`src/rtl/event_encoder.sv`:
```
// One-hot event encoder: captures request pulses as sticky pending bits and
// hands their indices out one at a time, round-robin, over a valid/ready port.
module event_encoder #(
    parameter int BIN_W = 9,
    parameter int VEC_W = (1 << BIN_W)
) (
    input  logic             clk,
    input  logic             rst,
    input  logic             enable,
    input  logic [VEC_W-1:0] req_in,
    input  logic             out_ready,
    output logic             out_valid,
    output logic [BIN_W-1:0] binary_out,
    output logic [BIN_W:0]   pending_count,
    output logic             overflow
);

    typedef enum logic {
        EMPTY,
        HOLD
    } state_t;

    state_t           state;
    state_t           state_next;
    logic [VEC_W-1:0] pending;
    logic [VEC_W-1:0] pending_next;
    logic [VEC_W-1:0] load_mask;
    logic [VEC_W-1:0] above_mask;
    logic [VEC_W-1:0] above_req;
    logic [BIN_W-1:0] pointer;
    logic [BIN_W-1:0] pointer_next;
    logic [BIN_W-1:0] binary_next;
    logic [BIN_W-1:0] grant_idx;
    logic             overflow_next;
    logic             accept;
    logic             load;

    // Scanning from the top down lets the lowest set bit win.
    function automatic logic [BIN_W-1:0] lowest_set(input logic [VEC_W-1:0] v);
        logic [BIN_W-1:0] idx;
        idx = '0;
        for (int i = VEC_W - 1; i >= 0; i--) begin
            if (v[i]) idx = BIN_W'(i);
        end
        return idx;
    endfunction

    // Bits strictly above the pointer are searched first; failing that the
    // search wraps round to the lowest pending bit.
    always_comb begin
        above_mask = '0;
        for (int i = 0; i < VEC_W; i++) begin
            above_mask[i] = (i > int'(pointer));
        end
    end

    always_comb begin
        above_req     = pending & above_mask;
        grant_idx     = (|above_req) ? lowest_set(above_req) : lowest_set(pending);
        accept        = (state == HOLD) && out_ready;
        load          = (state == EMPTY) || accept;
        load_mask     = '0;
        state_next    = state;
        pointer_next  = pointer;
        binary_next   = binary_out;
        if (load) begin
            if (|pending) begin
                load_mask[grant_idx] = 1'b1;
                binary_next          = grant_idx;
                pointer_next         = grant_idx;
                state_next           = HOLD;
            end else begin
                state_next = EMPTY;
            end
        end
        // A fresh request overrides the clear of the bit being loaded.
        pending_next  = (pending & ~load_mask) | (enable ? req_in : '0);
        overflow_next = enable & (|(req_in & pending & ~load_mask));
    end

    always_ff @(posedge clk or posedge rst) begin
        if (rst) begin
            state      <= EMPTY;
            pending    <= '0;
            pointer    <= BIN_W'(VEC_W - 1);
            binary_out <= '0;
            overflow   <= 1'b0;
        end else begin
            state      <= state_next;
            pending    <= pending_next;
            pointer    <= pointer_next;
            binary_out <= binary_next;
            overflow   <= overflow_next;
        end
    end

    always_comb begin
        pending_count = '0;
        for (int i = 0; i < VEC_W; i++) begin
            pending_count = pending_count + (BIN_W + 1)'(pending[i]);
        end
    end

    assign out_valid = (state == HOLD);

endmodule

```
`config.mk`:
```
export PLATFORM = sky130hd
export DESIGN_NAME = event_encoder
export DESIGN_NICKNAME = d
export VERILOG_FILES = /design/src/rtl/event_encoder.sv
export SDC_FILE = /design/constraint.sdc
export NUM_CORES = 2
export LEC_CHECK = 0
export ABC_CLOCK_PERIOD_IN_PS = 24900
export CELL_PAD_IN_SITES_DETAIL_PLACEMENT = 2
export CELL_PAD_IN_SITES_GLOBAL_PLACEMENT = 2
export CORE_UTILIZATION = 24
export CTS_BUF_LIST = sky130_fd_sc_hd__clkbuf_2 sky130_fd_sc_hd__clkbuf_4 sky130_fd_sc_hd__clkbuf_8
export CTS_CLUSTER_DIAMETER = 80
export DETAILED_ROUTE_END_ITERATION = 12
export PLACE_DENSITY_LB_ADDON = 0.12
export SLEW_MARGIN = 30
export SYNTH_ARGS = -nofsm -noshare
export SYNTH_HDL_FRONTEND = slang
export SYNTH_SLANG_ARGS = --single-unit
```
`constraint.sdc`:
```
create_clock -name clk -period 24.9 [get_ports clk]
set_input_delay 4.98 -clock clk [delete_from_list [all_inputs] [get_ports clk]]
set_output_delay 4.98 -clock clk [all_outputs]
set_load 0.01 [all_outputs]
```
==> impl_results.html <==
<table>
<tr><th>Metric</th><th>Value</th></tr>
<tr><th colspan="2">Clocking</th></tr>
<tr><td>Post-CTS setup-driven buffer insertion count</td><td>0</td></tr>
<tr><td>Maximum buffer depth of the clock tree</td><td>4</td></tr>
<tr><td>Post-cts repair resize count</td><td>0</td></tr>
<tr><td>Clock tree from TritonCTS</td><td>yes</td></tr>
<tr><td>Clock latency at the later pin of the worst-skew pair</td><td>1130 ps</td></tr>
<tr><td>Level count of the clock H-tree</td><td>3</td></tr>
<tr><td>Clock buffers created by TritonCTS</td><td>120</td></tr>
<tr><td># hold bufs at CTS</td><td>0</td></tr>
<tr><td>Clock-pin slew reported for the worst setup and hold paths after clock tree synthesis</td><td>70 ps</td></tr>
<tr><td>Count of clock tree sinks</td><td>532</td></tr>
<tr><td>CTS root buffer</td><td>clkbuf_8</td></tr>
<tr><th colspan="2">Setup path</th></tr>
<tr><td>Crit path kind</td><td>reg2out</td></tr>
<tr><td>CP Data Required Time</td><td>19920 ps</td></tr>
<tr><td>Critical register-to-register path startpoint</td><td>pointer[3]$_DFFE_PP1P_</td></tr>
<tr><td>Cell type of the slowest stage on the worst timing path</td><td>dfrtp_1</td></tr>
<tr><td>Biggest fanout along the worst timing path</td><td>8</td></tr>
<tr><td>Data arrival, critical path</td><td>12030 ps</td></tr>
<tr><td>Highest cell delay on the worst timing path</td><td>840 ps</td></tr>
<tr><td>Endpoint type of the worst setup path</td><td>output pin</td></tr>
<tr><td>Start point of the critical path</td><td>pending[441]$_DFF_PP0_</td></tr>
<tr><td>Cell occurring most often along the worst timing path</td><td>fa_1</td></tr>
<tr><td>Critical path startpoint category</td><td>flop</td></tr>
<tr><th colspan="2">Logic synthesis</th></tr>
<tr><td>Synthesized Nets</td><td>9331</td></tr>
<tr><td>Fraction of synthesized cell area in xor and xnor cells</td><td>0.0949%</td></tr>
<tr><td>Post-Synth Simple-Gate Area</td><td>22.2%</td></tr>
<tr><td>Adder-cell share of the synthesized area</td><td>16.6%</td></tr>
<tr><td>Leading register cell type out of synthesis</td><td>dfrtp_1</td></tr>
<tr><td>Sequential area share after synthesis</td><td>20.6%</td></tr>
<tr><td>Async set or reset register ratio after synthesis</td><td>100%</td></tr>
<tr><td>Number of flops mapped to enable cells by yosys</td><td>0</td></tr>
<tr><td>Number of warnings reported in the yosys synthesis log</td><td>0</td></tr>
<tr><td>Cells after Synth</td><td>8253</td></tr>
<tr><td>Mean Syn Cell Area</td><td>7.83 sq um</td></tr>
<tr><td>Multiplexer share of the synthesized area</td><td>0.0155%</td></tr>
<tr><td>Cell Area, Synth</td><td>64600 sq um</td></tr>
<tr><td>Synth cell types</td><td>114</td></tr>
<tr><td>Largest family of logic cells by synthesized area</td><td>compound AO/OA/AOI/OAI gates</td></tr>
<tr><td>Total of flip-flops plus latches after synthesis</td><td>532</td></tr>
<tr><td>Synth Area in Compound Gates</td><td>31.6%</td></tr>
<tr><th colspan="2">Finish</th></tr>
<tr><td>Non-filler cells in the finished layout</td><td>12900</td></tr>
<tr><td>Top library cells by usage in the layout, fill and taps aside</td><td>inv_1 (891), nand2_1 (852), o21ai_0 (794), buf_4 (692), clkdlybuf4s50_1 (535)</td></tr>
<tr><td>Commonest non-fill, non-tap cell in the layout</td><td>inv_1</td></tr>
<tr><td>Signed area change from the synthesized netlist to the final layout</td><td>25.9%</td></tr>
<tr><td>Share of layout cells above drive strength 1</td><td>13.3%</td></tr>
<tr><td>Post-layout nets</td><td>10200</td></tr>
<tr><th colspan="2">Detailed routing</th></tr>
<tr><td>Number of iterations in the first detailed-routing pass</td><td>7</td></tr>
<tr><td>Number of nets with antenna violations after detailed routing</td><td>0</td></tr>
<tr><td>Detail-routed via count per cell</td><td>7.39</td></tr>
<tr><td>Routed wire length per instance</td><td>64.3 um</td></tr>
<tr><td>Via count</td><td>95100</td></tr>
<tr><td>Final Routed Wirelength</td><td>828 mm</td></tr>
<tr><td>DR DRC count</td><td>0</td></tr>
<tr><td>Detailed Route Iter0 Violations</td><td>17200</td></tr>
<tr><th colspan="2">Worst hold path</th></tr>
<tr><td>Hold/Removal Path Class</td><td>reg2reg</td></tr>
<tr><td>Critical hold path startpoint</td><td>binary_out[8]$_DFFE_PP0P_</td></tr>
<tr><th colspan="2">GRT</th></tr>
<tr><td>First-pass GRT wire length</td><td>1020 mm</td></tr>
<tr><td>Antenna violations before repair</td><td>185</td></tr>
<tr><td>Number of global-route vias before repair</td><td>88700</td></tr>
<tr><td>GRT Total Usage</td><td>59.1%</td></tr>
<tr><td>Global-route congestion overflow total</td><td>0</td></tr>
<tr><td>Maximum number of pins on one net before global-route repair</td><td>88</td></tr>
<tr><th colspan="2">Timing</th></tr>
<tr><td>Setup repair after global routing missed its margin</td><td>no</td></tr>
<tr><td>Worst clock skew</td><td>170 ps</td></tr>
<tr><td>Setup Viol. Count Final</td><td>0</td></tr>
<tr><td>Slew at the pin with the worst max-slew slack</td><td>1240 ps</td></tr>
<tr><td>Final-report max-slew violation count</td><td>0</td></tr>
<tr><td>Crit path time final</td><td>17010 ps</td></tr>
<tr><td>Ratio of final minimum period to clock period</td><td>68.3%</td></tr>
<tr><td>Maximum clock frequency</td><td>58.8 MHz</td></tr>
<tr><td>Total negative slack</td><td>0 ps</td></tr>
<tr><td>Worst slew margin</td><td>17.4%</td></tr>
<tr><td>Endpoints failing hold</td><td>0</td></tr>
<tr><th colspan="2">Floorplan</th></tr>
<tr><td>Placeable core region</td><td>268000 sq um</td></tr>
<tr><td>Num rows</td><td>190</td></tr>
<tr><td>Number of top-level pins</td><td>537</td></tr>
<tr><td>Area of the die</td><td>271000 sq um</td></tr>
<tr><td>Starting density of the core</td><td>24.1%</td></tr>
<tr><td>Die extent in x</td><td>521 um</td></tr>
<tr><td>Vertical die dimension</td><td>521 um</td></tr>
<tr><th colspan="2">Power and ir drop</th></tr>
<tr><td>Pwr dens</td><td>158 nW/um^2</td></tr>
<tr><td>P_leak</td><td>30.5 nW</td></tr>
<tr><td>Maximum VDD drop</td><td>0.769 mV</td></tr>
<tr><td>Overall power of the completed layout</td><td>12.9 mW</td></tr>
<tr><th colspan="2">Placed design</th></tr>
<tr><td>Post-placement cell count</td><td>12500</td></tr>
<tr><td>Global placer's final weighted congestion</td><td>1.16</td></tr>
<tr><td>Input/output buffers</td><td>536</td></tr>
<tr><td>Sum of net half-perimeters after detailed placement</td><td>684 mm</td></tr>
<tr><th colspan="2">Status</th></tr>
<tr><td>Run status</td><td>completed</td></tr>
<tr><th colspan="2">Job</th></tr>
<tr><td>Max Cap Viol</td><td>0</td></tr>
</table>
cell usage after synthesis (25+ instances only):
cell | number | area [sq um]
nand2b_1 | 80 | 500
and3_1 | 52 | 325
or3_1 | 49 | 307
buf_1 | 28 | 105
ha_1 | 67 | 838
o221ai_1 | 61 | 534
a2111oi_0 | 51 | 447
a311oi_1 | 27 | 236
a31oi_1 | 164 | 1030
nor2_1 | 390 | 1460
inv_1 | 894 | 3360
a21boi_0 | 29 | 218
a21oi_1 | 306 | 1530
o2111ai_1 | 87 | 762
a22o_1 | 172 | 1510
nand3_1 | 305 | 1530
o21ai_0 | 805 | 4030
nand4_1 | 126 | 788
o211ai_1 | 236 | 1770
o21a_1 | 51 | 383
fa_1 | 495 | 9910
and2_1 | 62 | 388
o31ai_1 | 103 | 773
dfrtp_1 | 523 | 13100
a32o_1 | 25 | 250
nand4b_1 | 36 | 315
o31a_1 | 87 | 762
nor2b_1 | 59 | 369
buf_2 | 122 | 611
a21o_1 | 103 | 773
o21bai_1 | 25 | 188
o22ai_1 | 39 | 244
or4_1 | 63 | 473
o211a_1 | 33 | 330
clkbuf_1 | 373 | 1400
a211oi_1 | 97 | 728
o311ai_0 | 43 | 377
nor4_1 | 235 | 1470
nor3_1 | 208 | 1040
a221oi_1 | 29 | 254
nand2_1 | 862 | 3240
a22oi_1 | 29 | 218
o21ai_1 | 26 | 130
a32oi_1 | 50 | 438
or2_2 | 38 | 238
final cells by class:
cell class / count / area (sq um)
Antenna cell: 151 / 378
Clock buffer: 188 / 2340
Clock inverter: 23 / 223
Fill cell: 30700 / 187000
Inverter: 896 / 3370
Multi-Input combinational cell: 6271 / 46400
Sequential cell: 532 / 13400
Tap cell: 3552 / 4440
Timing Repair Buffer: 1252 / 10900
routing by layer:
layer | routed length [um] | GRT usage, %
met1 | 307000 | 70.5
met3 | 131000 | 32.5
met2 | 297000 | 73.4
met5 | 822 | 0
met4 | 92600 | 55.0
worst max-delay path, delay by kind of cell (launching register included):
kind	cells	cell delay (ps)
AOI/OAI and AO/OA	7	1500
adders and majority gates	14	7140
buffers and inverters	7	1350
and+or+nand+nor	2	180
DFF	1	840
registers in the layout, summed over array words and instances, names as in the netlist:
register,cells
out_valid,1
pointer,9
overflow,1
pending,512
binary_out,9
logic make-up (layout without fill, tap and decap cells):
family | after synthesis | in the layout
other | 0 | 151
muxes | 1 | 1
and+or+nand+nor | 2766 | 2766
xor gates and xnor gates | 7 | 7
DFF | 532 | 532
buffers and inverters | 1450 | 2359
adders and majority gates | 562 | 562
AOI/OAI and AO/OA | 2935 | 2935
where the power goes:
group	internal, mW	switching (mW)	total, mW
combinational	3.61	7.05	10.7
clock	0.626	0.550	1.18
sequential	0.904	0.159	1.06
total	5.14	7.76	12.9
worst paths after layout:
check / depth (start not counted) / endpoint / slack [ps]
max reg2reg: 24 / overflow$_DFF_PP0_ / 10130
max: 30 / pending_count[9] / 7890
min: 2 / binary_out[8]$_DFFE_PP0P_ / 520
min reg2reg: 2 / binary_out[8]$_DFFE_PP0P_ / 520
max in group asynchronous: 5 / pending[226]$_DFF_PP0_ / 17260
min in group asynchronous: 2 / pending[509]$_DFF_PP0_ / 4520
through the flow:
step	hold WS [ps]	area (sq um)	util, %	setup WS (ps)
3_5_place_dp	503	78200	29.2	9270
2_1_floorplan	515	64600	-	5070
4_1_cts	516	80800	30.2	8160
5_1_grt	525	81100	30.3	7920
6_report	519	81400	30.4	7890
3_3_place_gp	474	77800	29.0	9000
No activity file was read; power rests on OpenSTA's default activity.
